`config.mk`:
```
export PLATFORM = sky130hd
export DESIGN_NAME = demux1x8_collector
export DESIGN_NICKNAME = d
export VERILOG_FILES = /design/src/rtl/demux1x8_collector.sv
export SDC_FILE = /design/constraint.sdc
export NUM_CORES = 1
export LEC_CHECK = 0
export CAP_MARGIN = 20
export CORE_AREA = 2 2 67 69
export CTS_BUF_LIST = sky130_fd_sc_hd__clkbuf_4
export CTS_CLUSTER_SIZE = 12
export DETAILED_ROUTE_END_ITERATION = 10
export DIE_AREA = 0 0 69 71
export SYNTH_ARGS = -nofsm -noshare
export SYNTH_HDL_FRONTEND = slang
export SYNTH_SLANG_ARGS = --single-unit
```
`constraint.sdc`:
```
create_clock -name clk -period 2.3 [get_ports clk]
set_input_delay 0.46 -clock clk [delete_from_list [all_inputs] [get_ports clk]]
set_output_delay 0.46 -clock clk [all_outputs]
set_load 0.02 [all_outputs]
```
`src/rtl/demux1x8_collector.sv`:
```
// demux1x8_collector: scatters serial bits into an 8-bit word by slot index and hands it off via valid/ready; DEMUX_PARITY_EN adds out_parity.
module demux1x8_collector #(
  parameter int TIMEOUT = 16
) (
  input  logic       clk,
  input  logic       rst,
  input  logic       din,
  input  logic [2:0] sett,
  input  logic       in_valid,
  output logic       in_ready,
  output logic [7:0] data_out,
  output logic       out_valid,
  input  logic       out_ready,
  output logic [7:0] fill_map,
  output logic       dup_err,
  output logic       timeout
`ifdef DEMUX_PARITY_EN
  ,
  output logic       out_parity
`endif
);
  typedef enum logic [1:0] {IDLE, COLLECT, HOLD} state_t;
  state_t state;
  logic [7:0] cnt, wr_data, wr_fill;
  logic acc;
  assign in_ready = state != HOLD;
  assign acc = in_valid && in_ready;
  // fill_map is always zero in IDLE, so only data needs clearing on the first write
  always_comb begin
    wr_data = state == IDLE ? 8'h00 : data_out;
    wr_data[sett] = din;
    wr_fill = fill_map | (8'h01 << sett);
  end
  always_ff @(posedge clk) begin
    if (rst) begin
      state <= IDLE;
      data_out <= 8'h00;
      fill_map <= 8'h00;
      out_valid <= 1'b0;
      dup_err <= 1'b0;
      timeout <= 1'b0;
      cnt <= 8'h00;
`ifdef DEMUX_PARITY_EN
      out_parity <= 1'b0;
`endif
    end else begin
      dup_err <= 1'b0;
      timeout <= 1'b0;
      if (state == HOLD) begin
        if (out_ready) begin
          state <= IDLE;
          out_valid <= 1'b0;
          fill_map <= 8'h00;
        end
      end else if (acc) begin
        data_out <= wr_data;
        fill_map <= wr_fill;
        cnt <= 8'h00;
        dup_err <= fill_map[sett];
        state <= &wr_fill ? HOLD : COLLECT;
        out_valid <= &wr_fill;
`ifdef DEMUX_PARITY_EN
        if (&wr_fill) out_parity <= ^wr_data;
`endif
      end else if (state == COLLECT) begin
        if (cnt == 8'(TIMEOUT - 1)) begin
          state <= IDLE;
          fill_map <= 8'h00;
          data_out <= 8'h00;
          timeout <= 1'b1;
          cnt <= 8'h00;
        end else cnt <= cnt + 8'h01;
      end
    end
  end
endmodule

```
==> results.md <==
* GR peak layer: met1
* RR Endpoint: state[0]
* DIE AREA at just under 5000 um^2
* Post-synth top flop: dfxtp_1
* Achievable frequency at approximately 490 MHz
* CP Max Fanout at 8
* GRT overflow at 0
* CP endpoint: in_ready
* Final worst path period share at between 80% and 90%
* Met1 Use GR at a little over a fifth
* Largest net degree at the start of global routing at 13
* Slowest Stage Delay on Critical Path at roughly 0.61 ns
* Commonest non-fill, non-tap cells in the layout: 29 x dfxtp_1, 27 x clkdlybuf4s50_1, 21 x nor2_1
* Worst R2R Start: cnt[0]
* Largest cells by area after synthesis: dfxtp_1 41%, a21oi_1 5.7%, nor2_1 5.6%
* Seq pwr share at between 50% and 60%
* Clk pwr share at between 30% and 40%
* Flop2flop setup slack at between 0.4 and 0.5 ns
* Rel. slew slack at 75.68%
* Met2 Usage GRT at a little over a fifth
* Setup Crit Path Kind: reg2out
* Critical-path cell list: nand2b_1, clkdlybuf4s50_1
* Final Hold Fails at 0
* RSZ-0062 raised after global routing: no
* Syn Area/Cell at 8.217 um^2
* Max VDD drop at 0.2802 mV
* Worst-Margin Slew at roughly 0.36 ns
* Hold_buf cts at 0
* Clock Latency Late Sink at between 0.3 and 0.4 ns
* # rows at 24
* Clk_skew at 0.008099 ns
* Global Route met3 Usage at 4.843%
* CP max stage cell: clkdlybuf4s50_1
* Sequential cell area at roughly 580 um^2
* First-iteration detailed-routing DRC count at 64
* Residual DRC count at 0
* Core ar. at approximately 4200 um^2
* CTS tree: yes
* CTS clock-pin slew for the worst setup and hold paths at around 0.09 ns
* P_sw at roughly 250 uW
* Crit path max-delay family: buffers and inverters
* Antenna-violating nets left at 0
* Worst setup EP type: primary output
* DIE HEIGHT at a little over 70 um
* Post-CTS Setup Inserts at 0
* Post-Syn Instances at 171
* H-tree depth at 2
* Vias in the first global route at around 1200
* Initial antenna violation count at 0
* Antenna diodes at 0
* Syn nets at 180
* Total Negative Setup Slacks at 0 ns
* Worst Path Arrival at 1.56 ns
* Setup ws final at between 0.2 and 0.3 ns
* WL/cell at approximately 13 um
* First-pass GRT wire length at 5844 um
* GPL Wtd Cong at between 0.8 and 0.9
* Min-Delay Path Class: reg2reg
* Pleak at just under 0.0007 uW
* Crit. Startpoint: state[0]
* Max-cap violation count at 0
* Asr flop ratio synth at 0%
* WL final at approximately 3300 um
* Post-synth top area cell: dfxtp_1
* DRT Pass-1 Iters at 4
* Max Slew Vio Count at 0
* Sw frac at between 20% and 30%
* Sink Count at 29
* Sequential area share after synthesis at 41.32%
* Ys Warns at 0
* GRT Util Overall at 15.11%
* R2R depth at 6
* Mapped Area at around 1400 um^2
* Number of synthesized flops with an enable pin at 0
* Initial core utilization at between 30% and 40%
* DP HPWL at 2367 um
* Startpoint class of the critical path: flip-flop
* Cell depth of the worst setup path at 2
* NumNets Final at between 200 and 250
* Run status: completed
* CTS resizes at 0
* Multi-input logic area at 733.2 um^2
* Logic pwr share at roughly 13%
* Power density over the cells at 517.3 nW/um^2
* Proportion of layout cells with a drive suffix above 1 at ~11%
* Pre-CTS setup slack at ~0.0028 ns
* IO Port Bufs at 27
* DR vias/cell at 4.864
* Ports at 28
* Distinct cell type count after synthesis at 41
* Final setup fails at 0
* Vias at roughly 1300
* Area delta synth->final at 28.58%
* Most common cell after layout, fill and taps aside: dfxtp_1
* Synth Register Bits at 29
* Yosys top cell area share at between 40 and 50%
* Buf/Inv on CP at 1
* Die X at 69 um
* Fill cells at approximately 450
* Internal power at roughly 690 uW
* Root Driver: clkbuf_4
* Num CTS Buffers at 5
* Tmin final at 2.024 ns
* Clock Tree Buf Depth at 2
* Required @ worst endpoint at between 1.5 and 2 ns
-- synthesized netlist by cell type, types with 2 or more instances --
| master | n |
|---|---|
| nand4_1 | 3 |
| buf_6 | 2 |
| dfxtp_1 | 29 |
| xor2_1 | 5 |
| and3_1 | 5 |
| o32ai_1 | 6 |
| inv_1 | 11 |
| o21ai_0 | 5 |
| o21ai_1 | 3 |
| nor2_1 | 21 |
| a21o_1 | 2 |
| a31oi_1 | 2 |
| a21oi_1 | 16 |
| clkbuf_1 | 6 |
| nand2b_1 | 3 |
| nand3_1 | 10 |
| nor2b_1 | 4 |
| nand2_1 | 14 |
| nor3_1 | 2 |
-- stage by stage --
stage | instances | area (um^2) | util [%] | total power [uW] | hold slack [ns]
6_report | 257 | 1807 | 42.98 | 934.6 | 0.4804
5_1_grt | 257 | 1807 | 42.98 | 987.6 | 0.4996
4_1_cts | 257 | 1807 | 42.98 | 945.6 | 0.4818
3_5_place_dp | 250 | 1758 | 41.82 | 650.3 | 0.4681
3_3_place_gp | 250 | 1758 | 41.82 | 650.4 | 0.4636
2_1_floorplan | 171 | 1405 | - | 602.1 | 0.4617
-- final cells by class --
type,count,area share [%]
Tap cell,52,3.601
Timing Repair Buffer,36,18.70
Clock buffer,6,2.493
Multi-Input combinational cell,122,40.58
Inverter,11,2.285
Sequential cell,29,32.13
Clock inverter,1,0.2078
-- flip-flops by register name (all words and copies together) (netlist names) --
name       count
cnt            8
data_out       8
dup_err        1
fill_map       8
out_valid      1
state          2
timeout        1
-- worst reg2reg max path, stage by stage (launching register included) --
cell and delay (ns):
dfxtp_1 0.39, ha_1 0.24, nand2_1 0.09, or4_4 0.54, and2_4 0.21, nand2b_2 0.17, o22ai_2 0.09
-- metal layers --
layer	part of all wire (%)	vias to the layer above
li1	-	664
met1	52	554
met2	41	27
met3	4.5	5
met4	2.0	0
met5	0	-
-- kinds of logic (layout without fill, tap and decap cells) --
kind of cell | Yosys count | in the layout | synth area share [%]
adder cells (fa/ha/maj) | 1 | 1 | 0.8903
XOR/XNOR | 6 | 6 | 3.740
buffers and inverters | 20 | 54 | 6.500
AND/OR/NAND/NOR | 71 | 71 | 25.38
flip-flops | 29 | 29 | 41.32
AO/OA/AOI/OAI | 42 | 42 | 19.77
multiplexers | 2 | 2 | 2.404
-- power groups by stage --
stage / logic (uW) / clock network [uW] / registers [uW]
5_1_grt: 134 / 332 / 521
3_5_place_dp: 120 / 0 / 531
3_3_place_gp: 120 / 0 / 531
6_report: 120 / 295 / 519
2_1_floorplan: 66.3 / 0 / 536
4_1_cts: 120 / 306 / 519
-- worst min-delay path by stage --
stage / start / to / slack, ns / depth (start not counted)
after global routing: data_out[7] / data_out[7] / 0.50 / 2
final: data_out[5] / data_out[5] / 0.48 / 2
after CTS: data_out[5] / data_out[5] / 0.48 / 2
after global placement: data_out[5] / data_out[5] / 0.46 / 2
after detailed placement: data_out[5] / data_out[5] / 0.47 / 2
after floorplan: cnt[2] / cnt[2] / 0.46 / 2
Power figures use the tool's default switching activity.
